==> src/rtl/cpld_spi_pkg.sv <==
// cpld_spi_pkg: frame layout, register map and FSM encoding shared by the SPI responder
package cpld_spi_pkg;
  localparam int FRAME_LEN = 16;
  localparam int CMD_LEN = 8;
  localparam int RNW_BIT = 15;
  localparam int SYNC_LATENCY = 3;
  localparam logic [6:0] ADDR_ID = 7'h00;
  localparam logic [6:0] ADDR_STATUS = 7'h01;
  localparam logic [6:0] ADDR_CTRL = 7'h02;
  localparam logic [6:0] ADDR_SCRATCH = 7'h03;
  typedef enum logic [1:0] {IDLE = 2'd0, CMD = 2'd1, DATA = 2'd2, OVER = 2'd3} state_t;
endpackage

==> src/rtl/cpld_sync_edge.sv <==
// cpld_sync_edge: two-flop synchronizer plus one history flop for edge detection
module cpld_sync_edge
  import cpld_spi_pkg::*;
#(
  parameter logic IDLE_VAL = 1'b0
) (
  input  logic clk,
  input  logic rst_n,
  input  logic d,
  output logic q,
  output logic rise,
  output logic fall
);
  logic [SYNC_LATENCY-1:0] sr;
  // shift the asynchronous input through the synchronizer and history stage
  always_ff @(posedge clk or negedge rst_n)
    if (!rst_n) sr <= {SYNC_LATENCY{IDLE_VAL}};
    else sr <= {sr[SYNC_LATENCY-2:0], d};
  assign q = sr[SYNC_LATENCY-2];
  assign rise = sr[SYNC_LATENCY-2] & ~sr[SYNC_LATENCY-1];
  assign fall = ~sr[SYNC_LATENCY-2] & sr[SYNC_LATENCY-1];
endmodule

==> src/rtl/cpld_spi_responder.sv <==
// cpld_spi_responder: SPI mode 0 register responder clocked from the CPLD oscillator
module cpld_spi_responder
  import cpld_spi_pkg::*;
#(
  parameter logic [7:0] ID_VALUE = 8'hA5,
  parameter int MIN_HALF_PERIOD = 4
) (
  input  logic       sysclk,
  input  logic       reset_INV,
  input  logic       spi_clk,
  input  logic       spi_mosi,
  input  logic       spi_cs_INV,
  output logic       spi_miso,
  input  logic [7:0] status_in,
  output logic [7:0] ctrl_out,
  output logic       wr_strobe,
  output logic [6:0] wr_addr,
  output logic [7:0] wr_data,
  output logic       busy
);
  // miso must settle SYNC_LATENCY cycles after a falling edge, before the next rising edge
  if (MIN_HALF_PERIOD < SYNC_LATENCY + 1) begin : g_half_period_check
    $error("MIN_HALF_PERIOD too short for the synchronizer latency");
  end
  logic cs_q, cs_rise, cs_fall, sclk_rise, sclk_fall, mosi_q;
  logic unused_sclk_q;
  logic [1:0] unused_mosi_edges;
  state_t state, state_d;
  logic [4:0] cnt;
  logic [15:0] shreg, sh_next;
  logic [7:0] rd_word, rd_sel, scratch;
  logic [6:0] rd_addr;
  logic shift, commit, start, last_cmd_bit;
  cpld_sync_edge #(.IDLE_VAL(1'b1)) u_cs (.clk(sysclk), .rst_n(reset_INV), .d(spi_cs_INV), .q(cs_q), .rise(cs_rise), .fall(cs_fall));
  cpld_sync_edge #(.IDLE_VAL(1'b0)) u_sclk (.clk(sysclk), .rst_n(reset_INV), .d(spi_clk), .q(unused_sclk_q), .rise(sclk_rise), .fall(sclk_fall));
  cpld_sync_edge #(.IDLE_VAL(1'b0)) u_mosi (.clk(sysclk), .rst_n(reset_INV), .d(spi_mosi), .q(mosi_q), .rise(unused_mosi_edges[1]), .fall(unused_mosi_edges[0]));
  assign busy = ~cs_q;
  assign sh_next = {shreg[14:0], mosi_q};
  assign rd_addr = sh_next[6:0];
  assign start = state == IDLE && cs_fall;
  assign shift = sclk_rise && !cs_rise && (state == CMD || state == DATA);
  assign last_cmd_bit = shift && state == CMD && cnt == 5'(CMD_LEN - 1);
  assign commit = cs_rise && cnt >= 5'(FRAME_LEN) && !shreg[RNW_BIT];
  assign rd_sel = rd_addr == ADDR_ID      ? ID_VALUE :
                  rd_addr == ADDR_STATUS  ? status_in :
                  rd_addr == ADDR_CTRL    ? ctrl_out :
                  rd_addr == ADDR_SCRATCH ? scratch : 8'h00;
  // frame state register
  always_ff @(posedge sysclk or negedge reset_INV)
    if (!reset_INV) state <= IDLE;
    else state <= state_d;
  // next state: a chip-select release wins over any simultaneous clock edge
  always_comb begin
    state_d = cs_rise ? IDLE :
              start ? CMD :
              last_cmd_bit ? DATA :
              (shift && state == DATA && cnt == 5'(FRAME_LEN - 1)) ? OVER : state;
  end
  // bit capture, read-word serialisation and write commit
  always_ff @(posedge sysclk or negedge reset_INV)
    if (!reset_INV) begin
      cnt <= '0;
      shreg <= '0;
      rd_word <= '0;
      spi_miso <= 1'b0;
      ctrl_out <= '0;
      scratch <= '0;
      wr_strobe <= 1'b0;
      wr_addr <= '0;
      wr_data <= '0;
    end else begin
      wr_strobe <= commit;
      if (commit) begin
        wr_addr <= shreg[14:8];
        wr_data <= shreg[7:0];
        if (shreg[14:8] == ADDR_CTRL) ctrl_out <= shreg[7:0];
        if (shreg[14:8] == ADDR_SCRATCH) scratch <= shreg[7:0];
      end
      if (start) begin
        cnt <= '0;
        shreg <= '0;
      end else if (shift) begin
        cnt <= cnt + 5'd1;
        shreg <= sh_next;
      end
      if (last_cmd_bit) rd_word <= rd_sel;
      if (state != DATA || cs_rise) spi_miso <= 1'b0;
      else if (sclk_fall) begin
        spi_miso <= rd_word[7];
        rd_word <= {rd_word[6:0], 1'b0};
      end
    end
endmodule
==> config.mk <==
export PLATFORM = sky130hd
export DESIGN_NAME = cpld_spi_responder
export DESIGN_NICKNAME = d
export VERILOG_FILES = /design/src/rtl/cpld_spi_pkg.sv /design/src/rtl/cpld_sync_edge.sv /design/src/rtl/cpld_spi_responder.sv
export SDC_FILE = /design/constraint.sdc
export NUM_CORES = 1
export LEC_CHECK = 0
export BUFFER_PORTS_ARGS = -buffer_cell sky130_fd_sc_hd__buf_2
export CAP_MARGIN = 15
export CORE_ASPECT_RATIO = 1.4
export CORE_UTILIZATION = 57
export CTS_CLUSTER_SIZE = 25
export DETAILED_ROUTE_END_ITERATION = 16
export PLACE_DENSITY = 0.81
export SLEW_MARGIN = 25
export SYNTH_ARGS = -nofsm -noshare
export SYNTH_HDL_FRONTEND = slang
export SYNTH_HIERARCHICAL = 1
export SYNTH_SLANG_ARGS = --single-unit
==> constraint.sdc <==
create_clock -name sysclk -period 4.7 [get_ports sysclk]
set_clock_uncertainty 0.2 [all_clocks]
set_input_delay 0.94 -clock sysclk [delete_from_list [all_inputs] [get_ports sysclk]]
set_output_delay 0.94 -clock sysclk [all_outputs]
set_load 0.02 [all_outputs]
==> results_dict.tcl, run 1 <==
set metrics [dict create \
    r2r-start "u_cs/sr[1]$_DFF_PN1_" \
    syn-mean-instance-area_um2 10.8 \
    grt_pass1_wl_um 11100 \
    slowest_delay_ns 0.57 \
    placementRows 31 \
    syn_area_um2 3160 \
    status "completed" \
    grt_max_degree 44 \
    postRouteAntennaNets 0 \
    die_y_um 90.1 \
    path_delay_family "simple AND/OR/NAND/NOR gates" \
    clk_latency_ns 0.34 \
    antenna_found_initial 0 \
    clock_path_buffers 2 \
    setup_violations 0 \
    crit_buf_inv 1 \
    cts_setup_buffers 0 \
    cts_root_buf "clkbuf_8" \
    cts_tree "built" \
    critPathMaxFanout 17 \
    finalPower_mw 1.16 \
    core-area_um2 5240 \
    drtPass1Iterations 4 \
    rr_worst_depth 5 \
    hold_depth 0 \
    fin_util_pct 67.7 \
    wire_per_inst_um 15.7 \
    slowest_stage "nor2b_1" \
    die_x_um 64.9 \
    drive_gt1_share_pct 25.8 \
    cts_resized 0 \
    relSlewSlack_pct 43.3 \
    dp_hpwl_um 4350 \
    path_class "flop to flop" \
    synth_cells 294 \
    path_cells "nor2b_1 -> nand3b_4 -> inv_2 -> nand4_4 -> mux2_2" \
    numCtsBuffers 9 \
    vdd_drop_max_mv 0.209 \
    start_util_pct 60.4 \
    via_per_inst 5.63 \
    synth.net_count 312 \
    worstHoldStart "u_mosi/sr[0]$_DFF_PN0_" \
    grt_pass1_vias 2291 \
    maxCapViolations 0 \
    hp-class "flop to flop" \
    diodes 0 \
    grt-ovfl-total 0 \
    io_pins 39 \
    port_buffers 38 \
    num_vias 2268 \
    period_needed_ns 2.63 \
    route.detailed.drc 0 \
    dpl-instance-area_um2 3380 \
    syn_to_final_growth_pct 12.2 \
    r2r_end "scratch[6]$_DFFE_PN0P_" \
    place_congestion 0.812 \
    clk_pin_slew_worst_paths_ns 0.07 \
    cp.required_ns 4.72 \
    cp-end-kind "flop" \
    track_usage_pct 24.7 \
    max_freq_mhz 380 \
    rsz0062_at_grt "false" \
    dieArea_um2 5850 \
    arrival_ns 2.65 \
    hold_buffers 0 \
    slew_violations 0 \
    timing.setup.tns_ns 0 \
    clock_sinks 72 \
    final_nets 350 \
    drt_iter0_drc 130 \
    p_per_area_nw_per_um2 327 \
    hold_viol 0 \
    yosysWarnings 6 \
    whs_endpoint "u_mosi/sr[1]$_DFF_PN0_" \
    worst_slew_pin_slew_ns 0.851 \
    leakagePower_nw 1.88 \
    wl_um 6310 \
    fin_crit_sh_pct 55.9 \
    crit_path_start_kind "flop" \
    htree_levels 3 \
    rrSetupSlack_ns 2.07 \
    design_area_um2 3550 \
]
==> registers in the layout, summed over array words and instances (netlist names) <==
name / count
u_sclk/sr: 3
shreg: 16
u_cs/sr: 3
scratch: 8
wr_addr: 7
ctrl_out: 8
rd_word: 8
cnt: 5
wr_data: 8
wr_strobe: 1
state: 2
spi_miso: 1
u_mosi/sr: 2
==> placed cells by master (no fill, tap or decap), drive strengths merged, types with 2 or more instances in the layout <==
master / n
dfrtp: 69
nor2: 11
nor2b: 4
nand4: 3
and3: 2
clkbuf: 9
ha: 5
a211oi: 4
buf: 39
and2b: 3
and3b: 2
a21oi: 19
nor4: 3
nor3: 5
o21ai: 8
dfstp: 3
nand2: 87
xor2: 2
a22o: 3
nand3b: 3
a22oi: 5
mux2i: 2
inv: 7
mux2: 19
clkinv: 7
o22a: 3
==> power breakdown <==
| group | total (mW) | internal (mW) | switching, mW |
|---|---|---|---|
| logic | 0.0907 | 0.0310 | 0.0596 |
| clock network | 0.411 | 0.187 | 0.225 |
| registers | 0.658 | 0.636 | 0.0213 |
| total | 1.16 | 0.854 | 0.305 |
==> layer usage <==
| layer | up-vias | wire, um | part of all wire (%) | global-route usage, % |
|---|---|---|---|---|
| met5 | - | 0 | 0 | 0 |
| met4 | 0 | 105 | 1.7 | 9.81 |
| met3 | 11 | 269 | 4.3 | 4.95 |
| met2 | 65 | 3280 | 52 | 39.1 |
| met1 | 1114 | 2660 | 42 | 33.0 |
| li1 | 1078 | - | - | - |
==> area by class of cell <==
type                       instances  area [um^2]
clock inverter                     7         38.8
sequential                        72         1810
tap                               66         82.6
timing repair buffer              39          200
multi-input combinational        203         1270
fill                             411         1690
clock buffer                       9          124
inverter                           7         26.3
==> worst max path at each step <==
stage / from / to / slack, ns / cells after the start
3_5_place_dp: u_cs/sr[1]$_DFF_PN1_ / scratch[3]$_DFFE_PN0P_ / 2.06 / 5
6_report: u_cs/sr[1]$_DFF_PN1_ / scratch[6]$_DFFE_PN0P_ / 2.07 / 5
4_1_cts: u_cs/sr[1]$_DFF_PN1_ / scratch[3]$_DFFE_PN0P_ / 2.01 / 5
5_1_grt: u_cs/sr[1]$_DFF_PN1_ / scratch[2]$_DFFE_PN0P_ / 1.92 / 5
3_3_place_gp: u_cs/sr[1]$_DFF_PN1_ / scratch[0]$_DFFE_PN0P_ / 2.18 / 5
2_1_floorplan: u_cs/sr[1]$_DFF_PN1_ / ctrl_out[0]$_DFFE_PN0P_ / 2.87 / 6
==> per-stage QoR <==
| step | setup WS, ns | hold WS [ns] | instances |
|---|---|---|---|
| 2_1_floorplan | 2.87 | 0.131 | 294 |
| 3_3_place_gp | 2.18 | 0.132 | 387 |
| 3_5_place_dp | 2.06 | 0.137 | 387 |
| 4_1_cts | 2.01 | 0.153 | 403 |
| 5_1_grt | 1.92 | 0.155 | 403 |
| 6_report | 2.07 | 0.150 | 403 |
Note: power is estimated with default switching activity, not from simulation.
==> inputs of run 2 (changes only) <==
--- a/config.mk
+++ b/config.mk
@@ -8,10 +8,10 @@
 export BUFFER_PORTS_ARGS = -buffer_cell sky130_fd_sc_hd__buf_2
 export CAP_MARGIN = 15
 export CORE_ASPECT_RATIO = 1.4
-export CORE_UTILIZATION = 57
+export CORE_UTILIZATION = 52
 export CTS_CLUSTER_SIZE = 25
 export DETAILED_ROUTE_END_ITERATION = 16
-export PLACE_DENSITY = 0.81
+export PLACE_DENSITY = 0.78
 export SLEW_MARGIN = 25
 export SYNTH_ARGS = -nofsm -noshare
 export SYNTH_HDL_FRONTEND = slang
==> constraint.sdc (replaced) <==
create_clock -name sysclk -period 2.2 [get_ports sysclk]
set_clock_uncertainty 0.2 [all_clocks]
set_input_delay 0.44 -clock sysclk [delete_from_list [all_inputs] [get_ports sysclk]]
set_output_delay 0.44 -clock sysclk [all_outputs]
set_load 0.02 [all_outputs]
==> results_dict.tcl, run 2 (synthesis results as in run 1) <==
set metrics [dict create \
    fin_cells 421 \
    drt_iter0_drc 120 \
    core-area_um2 5860 \
    drtPass1Iterations 5 \
    track_usage_pct 23.6 \
    numCtsBuffers 9 \
    cts_resized 0 \
    antenna_found_initial 0 \
    htree_levels 3 \
    clock_sinks 72 \
    final_cell_mix "87 x nand2_1, 69 x dfrtp_1, 38 x buf_2" \
    status "completed" \
    leakagePower_nw 1.97 \
    p_per_area_nw_per_um2 739 \
    diodes 0 \
    rr_worst_depth 7 \
    regMostFlops "shreg" \
    crit_path_start_kind "flop" \
    relSlewSlack_pct 59.3 \
    fin_util_pct 63.9 \
    slowest_delay_ns 0.53 \
    syn_to_final_growth_pct 18.6 \
    port_buffers 38 \
    num_vias 2259 \
    worst_slew_pin_slew_ns 0.611 \
    rrSetupSlack_ns 0.18 \
    cpMostUsedCell "buf_4" \
    cp.required_ns 2.24 \
    setup_violations 0 \
    die_x_um 67.9 \
    wl_um 6400 \
    route.detailed.drc 0 \
    grt_pass1_wl_um 10800 \
    crit_end "rd_word[7]$_DFF_PN0_" \
    largest_reg_flops 16 \
    crit_buf_inv 2 \
    final_nets 364 \
    dieArea_um2 6400 \
    wire_per_inst_um 15.2 \
    dp_hpwl_um 4440 \
    grt_pass1_vias 2318 \
    placedCellCount 399 \
    placementRows 33 \
    io_pins 39 \
    clk_pin_slew_worst_paths_ns 0.08 \
    clk_latency_ns 0.34 \
    maxCapViolations 0 \
    max_freq_mhz 496 \
    rsz0062_at_grt "false" \
    setup_slack_ns 0.184 \
    fin_crit_sh_pct 91.7 \
    crit_start "u_cs/sr[2]$_DFF_PN1_" \
    grt-ovfl-total 0 \
    hold_viol 0 \
    post-place-ws_ns 0.210 \
    grt_max_degree 26 \
    arrival_ns 2.06 \
    place_congestion 0.867 \
    timing.critical_path.depth 7 \
    path_delay_family "simple AND/OR/NAND/NOR gates" \
    cts_tree "built" \
    start_util_pct 53.9 \
    die_y_um 94.2 \
    cp-end-kind "flop" \
    fillers 464 \
    drive_gt1_share_pct 27.4 \
    slew_violations 0 \
    postRouteAntennaNets 0 \
    via_per_inst 5.37 \
    r2r_end "rd_word[7]$_DFF_PN0_" \
    cts_root_buf "clkbuf_8" \
    critPathMaxFanout 9 \
    hp-class "flop to flop" \
    path_cells "nor2b_1 -> buf_4 -> nand4b_4 -> nor4_4 -> buf_4 -> nor3_1 -> a211oi_1" \
    timing.setup.tns_ns 0 \
    clock_path_buffers 2 \
    period_needed_ns 2.02 \
    vdd_drop_max_mv 0.413 \
    path_class "flop to flop" \
    whs_ns 0.151 \
    r2r-start "u_cs/sr[2]$_DFF_PN1_" \
    slowest_stage "dfstp_2" \
    layout_commonest_cell "nand2_1" \
]
-- run 2: cell types whose count changed in the layout (fill, tap and decap cells not counted), moves of 2 or more --
cell,previous run,this run
clkinv_2,6,0
bufinv_16,0,2
buf_12,0,2
buf_4,2,9
dlygate4sd3_1,0,4
clkinv_4,1,3
-- run 2: cell type report --
class | instances | area, um^2 | share of cell area, %
flip-flops and latches | 72 | 1810 | 48.2
repair buffers | 53 | 338 | 9.02
clock inverters | 6 | 93.8 | 2.50
inverters | 7 | 26.3 | 0.701
multi-input cells | 203 | 1270 | 33.9
well taps | 70 | 87.6 | 2.34
clock buffers | 10 | 128 | 3.41
-- run 2: worst reg2reg max path, stage by stage (launching register included) --
cell and delay [ns]:
dfstp_2 0.53, nor2b_1 0.04, buf_4 0.16, nand4b_4 0.19
nor4_4 0.26, buf_4 0.19, nor3_1 0.06, a211oi_1 0.28
-- run 2: layer usage --
layer | GRT usage (%) | vias to the layer above | wire [um]
li1 | - | 1099 | -
met5 | 0 | - | 0
met1 | 28.7 | 1096 | 2700
met2 | 37.7 | 51 | 3310
met4 | 11.5 | 0 | 148
met3 | 6.92 | 13 | 236
-- run 2: repair_timing --
| item | 4_1_cts | 5_1_grt |
|---|---|---|
| setup buffers | 0 | 2 |
| endpoints found under the hold margin | 26 | 0 |
| setup endpoints to repair | 0 | 3 |
| hold buffers | 4 | 0 |
-- run 2: worst min-delay path by stage --
stage	start	slack, ns	end	depth (start not counted)
floorplan	reset_INV	-0.06	cnt[0]$_DFFE_PN0P_	0
global placement	u_sclk/sr[0]$_DFF_PN0_	0.13	u_sclk/sr[1]$_DFF_PN0_	0
detailed placement	u_sclk/sr[0]$_DFF_PN0_	0.14	u_sclk/sr[1]$_DFF_PN0_	0
CTS	u_sclk/sr[0]$_DFF_PN0_	0.15	u_sclk/sr[1]$_DFF_PN0_	0
global route	u_cs/sr[0]$_DFF_PN1_	0.16	u_cs/sr[1]$_DFF_PN1_	0
finish	u_mosi/sr[0]$_DFF_PN0_	0.15	u_mosi/sr[1]$_DFF_PN0_	0
-- run 2: per-stage QoR --
step	cell area [um^2]	total power [mW]
finish	3750	2.77
global route	3750	2.89
CTS	3730	2.79
detailed placement	3470	1.64
global placement	3470	1.64
floorplan	3160	1.55
-- run 2: report_power, final --
part / internal (mW) / leakage, nW / total, mW / switching (mW)
clock network: 0.644 / 0.107 / 1.15 / 0.502
logic: 0.0846 / 0.925 / 0.218 / 0.133
registers: 1.36 / 0.938 / 1.41 / 0.0460
total: 2.09 / 1.97 / 2.77 / 0.681
